===== src/rtl/dec_scan_n.sv =====
// dec_scan_n -- registered N-to-2^N one-hot decoder with a self-sequencing scan mode.
//
// Direct mode (mode=0): y follows the one-hot decode of sel one cycle later,
// gated by en; cur_sel follows sel.
// Scan mode (mode=1): a start pulse (with en high) walks y through every code
// 0 .. 2**SEL_W-1, holding each code for DWELL enabled cycles, then spends one
// cycle in FIN with done high. en low pauses the scan (y blanked, position
// frozen); mode low aborts it back to direct decode without a done pulse.
//
// Optional build macro DEC_SCAN_CONT_EN: when defined, start held high at the
// end of the last code's dwell wraps the scan back to code 0 (done pulses for
// one cycle, busy stays high) instead of finishing.
//
// Parameters:
//   SEL_W  select width, output width is 2**SEL_W (1..6)
//   DWELL  enabled cycles each code is held while scanning (>= 1)
//
// Ports:
//   clk      rising-edge clock
//   rst_n    asynchronous active-low reset
//   en       output enable; pauses the scan when low
//   mode     0 = direct decode, 1 = scan
//   sel      code decoded in direct mode
//   start    starts a scan (mode=1, idle only)
//   y        registered one-hot output, bit i high = code i
//   cur_sel  code currently driven on y
//   busy     high while a scan is in progress
//   done     one-cycle pulse at the end of a scan
module dec_scan_n #(
   parameter int SEL_W = 2,
   parameter int DWELL = 4
) (
   input  logic               clk,
   input  logic               rst_n,
   input  logic               en,
   input  logic               mode,
   input  logic [SEL_W-1:0]   sel,
   input  logic               start,
   output logic [2**SEL_W-1:0] y,
   output logic [SEL_W-1:0]   cur_sel,
   output logic               busy,
   output logic               done
);

   localparam int OUT_W = 2**SEL_W;
   localparam int CNT_W = (DWELL > 1) ? $clog2(DWELL) : 1;
   localparam logic [SEL_W-1:0] LAST_CODE  = {SEL_W{1'b1}};
   localparam logic [CNT_W-1:0] DWELL_LAST = CNT_W'(DWELL - 1);

   typedef enum logic [1:0] {
      IDLE = 2'd0,
      SCAN = 2'd1,
      FIN  = 2'd2
   } state_t;

   state_t           state_reg;
   logic [CNT_W-1:0] dwell_reg;

   // While scanning, cur_sel doubles as the scan position, so only the
   // following code needs to be formed here.
   logic [SEL_W-1:0] code_inc;
   logic [OUT_W-1:0] sel_onehot;
   logic [OUT_W-1:0] code_onehot;
   logic [OUT_W-1:0] next_onehot;

   assign code_inc = cur_sel + SEL_W'(1);

   genvar gi;
   generate
      for (gi = 0; gi < OUT_W; gi = gi + 1) begin : g_dec
         assign sel_onehot[gi]  = (sel      == SEL_W'(gi));
         assign code_onehot[gi] = (cur_sel  == SEL_W'(gi));
         assign next_onehot[gi] = (code_inc == SEL_W'(gi));
      end
   endgenerate

   always_ff @(posedge clk or negedge rst_n) begin
      if (!rst_n) begin
         state_reg <= IDLE;
         dwell_reg <= '0;
         y         <= '0;
         cur_sel   <= '0;
         busy      <= 1'b0;
         done      <= 1'b0;
      end else begin
         done <= 1'b0;
         case (state_reg)
            IDLE: begin
               if (!mode) begin
                  y       <= en ? sel_onehot : '0;
                  cur_sel <= sel;
               end else if (start && en) begin
                  state_reg <= SCAN;
                  dwell_reg <= '0;
                  y         <= OUT_W'(1);
                  cur_sel   <= '0;
                  busy      <= 1'b1;
               end else begin
                  y <= '0;
               end
            end

            SCAN: begin
               if (!mode) begin
                  // Abort: fall straight back to direct decode, no done pulse.
                  state_reg <= IDLE;
                  busy      <= 1'b0;
                  y         <= en ? sel_onehot : '0;
                  cur_sel   <= sel;
               end else if (!en) begin
                  // Paused: blank the output, keep position and dwell count.
                  y <= '0;
               end else if (dwell_reg == DWELL_LAST) begin
                  dwell_reg <= '0;
                  if (cur_sel == LAST_CODE) begin
`ifdef DEC_SCAN_CONT_EN
                     if (start) begin
                        y       <= OUT_W'(1);
                        cur_sel <= '0;
                        done    <= 1'b1;
                     end else begin
                        state_reg <= FIN;
                        y         <= '0;
                        busy      <= 1'b0;
                        done      <= 1'b1;
                     end
`else
                     state_reg <= FIN;
                     y         <= '0;
                     busy      <= 1'b0;
                     done      <= 1'b1;
`endif
                  end else begin
                     cur_sel <= code_inc;
                     y       <= next_onehot;
                  end
               end else begin
                  dwell_reg <= dwell_reg + CNT_W'(1);
                  // Re-drive the current code so a resume after a pause
                  // restores it.
                  y <= code_onehot;
               end
            end

            FIN: begin
               // start is not looked at here; IDLE must sample it again.
               state_reg <= IDLE;
               y         <= '0;
            end

            default: begin
               state_reg <= IDLE;
               y         <= '0;
               busy      <= 1'b0;
            end
         endcase
      end
   end

endmodule


===== config.mk =====
export PLATFORM = sky130hd
export DESIGN_NAME = dec_scan_n
export DESIGN_NICKNAME = d
export VERILOG_FILES = /design/src/rtl/dec_scan_n.sv
export SDC_FILE = /design/constraint.sdc
export NUM_CORES = 1
export LEC_CHECK = 0
export ABC_AREA = 0
export CAP_MARGIN = 30
export CORE_MARGIN = 2
export CORE_UTILIZATION = 40
export DETAILED_ROUTE_END_ITERATION = 12
export PLACE_DENSITY = 0.67
export SLEW_MARGIN = 10
export SYNTH_ARGS = -nofsm -noshare
export SYNTH_HDL_FRONTEND = slang
export SYNTH_SLANG_ARGS = --single-unit

===== constraint.sdc =====
create_clock -name clk -period 2 [get_ports clk]
set_input_delay 0.4 -clock clk [delete_from_list [all_inputs] [get_ports clk]]
set_output_delay 0.4 -clock clk [all_outputs]
set_load 0.05 [all_outputs]

==> flow_summary_export.csv, run 1 <==
group,metric,value,unit
worst_setup_path,worstReg2RegStart,"cur_sel[1]$_DFFE_PN0P_",
floorplan,core,0.00173,mm²
sta,finalSetupTns,0,ps
power_and_ir_drop,power_density,711,mW/mm²
sta,slew_headroom,64.5,%
worst_setup_path,regToRegSetupSlack,360,ps
synth,ys_ff_latch,12,
sta,rsz0062_at_grt,"false",
clock_tree,cts_resized,0,
synth,syn-cell-area,742,µm²
grt,grt_util_all_layers,17.6,%
worst_setup_path,crit_chain,"clkdlybuf4s50_1",
worst_setup_path,crit_slowest_cell,"clkdlybuf4s50_1",
worst_setup_path,crit_family,"buffers and inverters",
route,wl,1.60,mm
finish,largest_reg_flops,4,
floorplan,die_area,0.00222,mm²
worst_setup_path,crit_start,"busy$_DFFE_PN0P_",
sta,setup_viol,0,
route,drtPass1Iterations,4,
clock_tree,clockBufferDepth,2,
grt,grt_antenna_before_repair,0,
finish,largest_register,"y",
worst_hold_path,hold_path.class,"input port to async pin",
worst_setup_path,worst_ep_arrival_time,1450,ps
clock_tree,cts_made_buffers,3,
worst_setup_path,startpoint_type,"flop",
finish,area_delta_synth_final,30.4,%
status,status,"finished clean",
clock_tree,cts_tree,"yes",
finish,drive_gt1_share,15.1,%
sta,period_share,92.4,%
route,vias_per_cell,5.25,
place,place.port_buffers,14,
clock_tree,root_buffer,"clkbuf_4",
grt,grt_pass1_vias,597,
worst_setup_path,rr_worst_depth,4,
worst_setup_path,worstReg2RegEnd,"cur_sel[1]$_DFFE_PN0P_",
place,place_congestion,0.827,
route,initialDrtViolationCount,5,
sta,max_freq,541,MHz
floorplan,io_pins,15,
worst_setup_path,cp.depth,1,
worst_setup_path,endpoint_kind,"primary output",
worst_setup_path,critPathMaxFanout,3,
finish,instances_no_fill,118,
synth,avgSynthCellArea,10.3,µm²
clock_tree,clock_latency,280,ps
clock_tree,cts_hold_buf,0,
finish,diodes,0,
synth,synthesis.nets,86,
sta,drv_slew,0,
clock_tree,ctsHtreeMaxLevel,1,
route,wl_per_cell,13.5,µm
worst_setup_path,crit_buf_inv,1,
run,drv_cap,0,
grt,grt_pass1_wl,2.64,mm
grt,overflow,0,
worst_setup_path,criticalPathCategory,"flop to primary output",
sta,clock_skew,8.21,ps
route,vias,620,
finish,fillers,160,
synth,ys_types,30,
sta,tightestPinTransition,531,ps
worst_setup_path,worstSetupEndpoint,"busy",
floorplan,die_h,47.1,µm
grt,grt_max_degree,14,
power_and_ir_drop,leakagePower,0.441,nW
worst_setup_path,cp.required,1600,ps
floorplan,num_rows,15,
sta,finalHoldViolations,0,
place,dp.cells,114,
synth,synth_cells,72,
power_and_ir_drop,vdd_drop_max,340,µV
place,dp_hpwl,1.19,mm
finish,final_util,56.0,%
sta,final.min_clock_period,1850,ps
floorplan,die_w,47.1,µm
clock_tree,cts_setup_buffers,0,
route,ant_nets,0,
route,drc,0,
clock_tree,clkTransAtPathRegs,80,ps
clock_tree,clkSinkCount,12,
finish,final_nets,108,
worst_setup_path,critical_path.max_stage_delay,810,ps
synth,yosysWarnings,0,
synth,seq_area_frac_synth,40.5,%
floorplan,start_util,43.0,%
-- logic make-up (layout without fill, tap and decap cells) --
logic type	count (synthesis)	count (layout)	share of synthesized area (%)
fa+ha+maj	7	7	11.8
buf+inv	8	29	5.56
mux	4	4	5.56
flops	12	12	40.5
simple gates	22	22	19.4
compound gates	19	19	17.2
-- power breakdown --
group          leakage [nW]  switching, W  internal [W]  total, W
combinational         0.264      0.000118     0.0000884  0.000206
clock                0.0210     0.0000852      0.000111  0.000196
sequential            0.156     0.0000215      0.000264  0.000285
-- routing by layer --
layer,vias up,global-route usage [%],part of all wire (%)
met4,0,8.33,0.63
met1,298,22.5,45
met5,-,0,0
met3,2,3.85,3.9
li1,306,-,-
met2,14,28.2,51
-- cells in the final DEF, fill, tap and decap left out, drive strengths merged, types with 2 or more instances in the layout --
master / instances
dfrtp: 12
clkdlybuf4s50: 12
buf: 8
ha: 7
inv: 5
o21ai: 5
a21oi: 4
clkbuf: 4
nor2: 3
mux2i: 3
nand3b: 3
nand4b: 3
nand3: 2
o22ai: 2
nand2b: 2
nand4: 2
and3: 2
a22o: 2
and2: 2
-- final cells by class --
type | count | area (µm²) | share of cell area [%]
inverter | 5 | 18.8 | 1.94
multi-input combinational | 52 | 400 | 41.4
clock buffer | 4 | 36.3 | 3.75
timing repair buffer | 20 | 180 | 18.6
tap | 25 | 31.3 | 3.23
sequential | 12 | 300 | 31.0
-- through the flow --
step	setup slack (ps)	hold WS (ps)	cell area, µm²	power, W
3_5_place_dp	109	523	931	0.000496
5_1_grt	77.5	519	967	0.000728
2_1_floorplan	213	104	742	0.000420
4_1_cts	128	486	967	0.000699
3_3_place_gp	141	519	931	0.000492
6_report	152	465	967	0.000688
-- Yosys cell counts --
| cell type | n | share of area, % |
|---|---|---|
| o22ai_1 | 2 | 1.7 |
| buf_4 | 1 | 1.0 |
| and2_1 | 1 | 0.84 |
| and3b_1 | 1 | 1.2 |
| nor2_1 | 3 | 1.5 |
| or3b_1 | 1 | 1.2 |
| a22o_1 | 2 | 2.4 |
| nand2_1 | 1 | 0.51 |
| clkbuf_1 | 1 | 0.51 |
| and2_4 | 1 | 1.2 |
| a2bb2oi_1 | 1 | 1.2 |
| and3_1 | 2 | 1.7 |
| mux2_1 | 1 | 1.5 |
| o21ai_0 | 5 | 3.4 |
| mux2i_1 | 3 | 4.0 |
| nand3b_1 | 3 | 3.0 |
| a221oi_2 | 1 | 2.0 |
| nand3_1 | 2 | 1.3 |
| nand4_1 | 2 | 1.7 |
| o21a_1 | 1 | 1.0 |
| nand4b_1 | 3 | 3.5 |
| dfrtp_1 | 12 | 40 |
| a21oi_1 | 4 | 2.7 |
| inv_1 | 5 | 2.5 |
| ha_1 | 7 | 12 |
| a22oi_1 | 1 | 1.0 |
| a21boi_1 | 1 | 1.0 |
| buf_6 | 1 | 1.5 |
| nand2b_1 | 2 | 1.7 |
| a31oi_1 | 1 | 0.84 |
-- how the worst min path moves through the flow --
stage | from | end | slack (ps) | cells after the start
after detailed placement | dwell_reg[1]$_DFFE_PN0P_ | dwell_reg[1]$_DFFE_PN0P_ | 520 | 1
after floorplan | rst_n | busy$_DFFE_PN0P_ | 100 | 0
after CTS | rst_n | y[2]$_DFF_PN0_ | 490 | 1
after global routing | rst_n | y[2]$_DFF_PN0_ | 520 | 1
after global placement | dwell_reg[1]$_DFFE_PN0P_ | dwell_reg[1]$_DFFE_PN0P_ | 520 | 1
final | rst_n | y[2]$_DFF_PN0_ | 460 | 1
No activity file was read; power rests on OpenSTA's default activity.
==> run 2, diff against run 1 <==
--- a/config.mk
+++ b/config.mk
@@ -10,6 +10,7 @@
 export CORE_MARGIN = 2
 export CORE_UTILIZATION = 40
 export DETAILED_ROUTE_END_ITERATION = 12
+export MAX_ROUTING_LAYER = met4
 export PLACE_DENSITY = 0.67
 export SLEW_MARGIN = 10
 export SYNTH_ARGS = -nofsm -noshare
==> constraint.sdc (replaced) <==
create_clock -name clk -period 2 [get_ports clk]
set_input_delay 0.3 -clock clk [delete_from_list [all_inputs] [get_ports clk]]
set_output_delay 0.3 -clock clk [all_outputs]
set_load 0.05 [all_outputs]
==> flow_summary_export.csv, run 2 (synthesis gave the netlist of run 1 again) <==
group,metric,value,unit
status,status,"finished clean",
clock_tree,cts_setup_buffers,0,
worst_setup_path,crit_family,"buffers and inverters",
floorplan,die_w,47.1,µm
power_and_ir_drop,p_int,0.000421,W
clock_tree,cts_tree,"yes",
worst_setup_path,rr_worst_depth,4,
sta,final.min_clock_period,1860,ps
clock_tree,root_buffer,"clkbuf_4",
floorplan,die_h,47.1,µm
worst_setup_path,crit_chain,"clkdlybuf4s50_1",
grt,grt_max_degree,14,
worst_setup_path,worstSetupEndpoint,"cur_sel[1]",
route,vias,591,
worst_setup_path,crit_buf_inv,1,
worst_setup_path,critical_path.max_stage_delay,840,ps
finish,final_cell_mix,"14 x clkdlybuf4s50_1, 12 x dfrtp_1, 7 x ha_1",
place,dp_hpwl,1.16,mm
power_and_ir_drop,p_sw_share,33.4,%
worst_setup_path,crit_slowest_cell,"clkdlybuf4s50_1",
grt,grt_antenna_before_repair,0,
worst_setup_path,worstReg2RegEnd,"cur_sel[1]$_DFFE_PN0P_",
worst_setup_path,endpoint_kind,"primary output",
sta,finalSetupTns,0,ps
sta,slew_headroom,65.3,%
finish,largest_reg_flops,4,
floorplan,die_area,0.00222,mm²
finish,final_nets,106,
clock_tree,clkSinkCount,12,
sta,period_share,92.8,%
worst_setup_path,cp.required,1700,ps
worst_setup_path,critPathMaxFanout,6,
grt,grt_pass1_vias,572,
finish,diodes,0,
power_and_ir_drop,power_density,670,mW/mm²
worst_setup_path,criticalPathCategory,"flop to primary output",
sta,drv_slew,0,
power_and_ir_drop,leakagePower,0.422,nW
worst_setup_path,cp.depth,1,
power_and_ir_drop,power_frac_seq,45.4,%
route,drc,0,
clock_tree,cts_resized,0,
sta,rsz0062_at_grt,"false",
sta,setup_viol,0,
place,place.port_buffers,14,
worst_setup_path,startpoint_type,"flop",
floorplan,num_rows,15,
clock_tree,cts_hold_buf,0,
finish,final_common_cell,"clkdlybuf4s50_1",
route,wl,1.53,mm
route,vias_per_cell,5.14,
route,drtPass1Iterations,4,
floorplan,start_util,43.0,%
clock_tree,cts_made_buffers,3,
worst_setup_path,regToRegSetupSlack,370,ps
sta,max_freq,539,MHz
place,place_congestion,0.809,
power_and_ir_drop,clockPowerShare,22.7,%
clock_tree,clock_latency,270,ps
clock_tree,clkTransAtPathRegs,70,ps
clock_tree,ctsHtreeMaxLevel,1,
finish,drive_gt1_share,10.0,%
route,wl_per_cell,13.3,µm
finish,largest_register,"y",
grt,grt_util_all_layers,17.2,%
clock_tree,clockBufferDepth,2,
power_and_ir_drop,vdd_drop_max,508,µV
floorplan,core,0.00173,mm²
sta,clock_skew,1.45,ps
sta,finalHoldViolations,0,
route,initialDrtViolationCount,18,
run,drv_cap,0,
worst_setup_path,worstReg2RegStart,"cur_sel[1]$_DFFE_PN0P_",
sta,tightestPinTransition,519,ps
power_and_ir_drop,pwr-share-comb,31.9,%
worst_hold_path,hold_path.class,"input port to async pin",
finish,fillers,176,
worst_setup_path,crit_start,"cur_sel[1]$_DFFE_PN0P_",
finish,area_delta_synth_final,27.2,%
route,ant_nets,0,
grt,overflow,0,
grt,grt_pass1_wl,2.52,mm
finish,final_util,54.6,%
floorplan,io_pins,15,
power_and_ir_drop,switchingPower,0.000211,W
worst_setup_path,worst_ep_arrival_time,1560,ps
==> run 2: worst min path at each step <==
stage / start / end / slack (ps) / cells after the start
floorplan: rst_n / busy$_DFFE_PN0P_ / 4 / 0
global placement: dwell_reg[1]$_DFFE_PN0P_ / dwell_reg[1]$_DFFE_PN0P_ / 520 / 1
detailed placement: dwell_reg[1]$_DFFE_PN0P_ / dwell_reg[1]$_DFFE_PN0P_ / 540 / 1
CTS: rst_n / done$_DFF_PN0_ / 390 / 1
global route: rst_n / done$_DFF_PN0_ / 430 / 1
finish: rst_n / y[0]$_DFF_PN0_ / 370 / 1
==> run 2: area by class of cell <==
type	count	area, µm²	share of cell area, %
multi-input combinational	52	400	42.4
timing repair buffer	18	170	18.0
sequential	12	300	31.8
clock buffer	3	22.5	2.39
tap	25	31.3	3.32
inverter	5	18.8	1.99
==> run 2: metrics by stage <==
stage	worst slack, ps	power [W]	hold slack (ps)	area, µm²	std cells
detailed placement	146	0.000495	538	921	112
global route	92.4	0.000671	435	943	115
global placement	179	0.000490	520	921	112
floorplan	213	0.000420	4.41	742	72
CTS	139	0.000641	390	943	115
finish	144	0.000632	372	943	115
==> run 2: layer usage <==
layer | track usage, % | routed length, µm
met5 | - | 0
met4 | 6.67 | 19
met3 | 5.77 | 69
met2 | 26.6 | 728
met1 | 20.7 | 709
==> run 2: power by group through the flow <==
stage	Sequential (W)	Clock, W	Combinational, W
floorplan	0.000333	0	0.0000873
global placement	0.000291	0	0.000199
detailed placement	0.000292	0	0.000203
CTS	0.000287	0.000150	0.000204
global route	0.000292	0.000158	0.000221
finish	0.000287	0.000144	0.000202
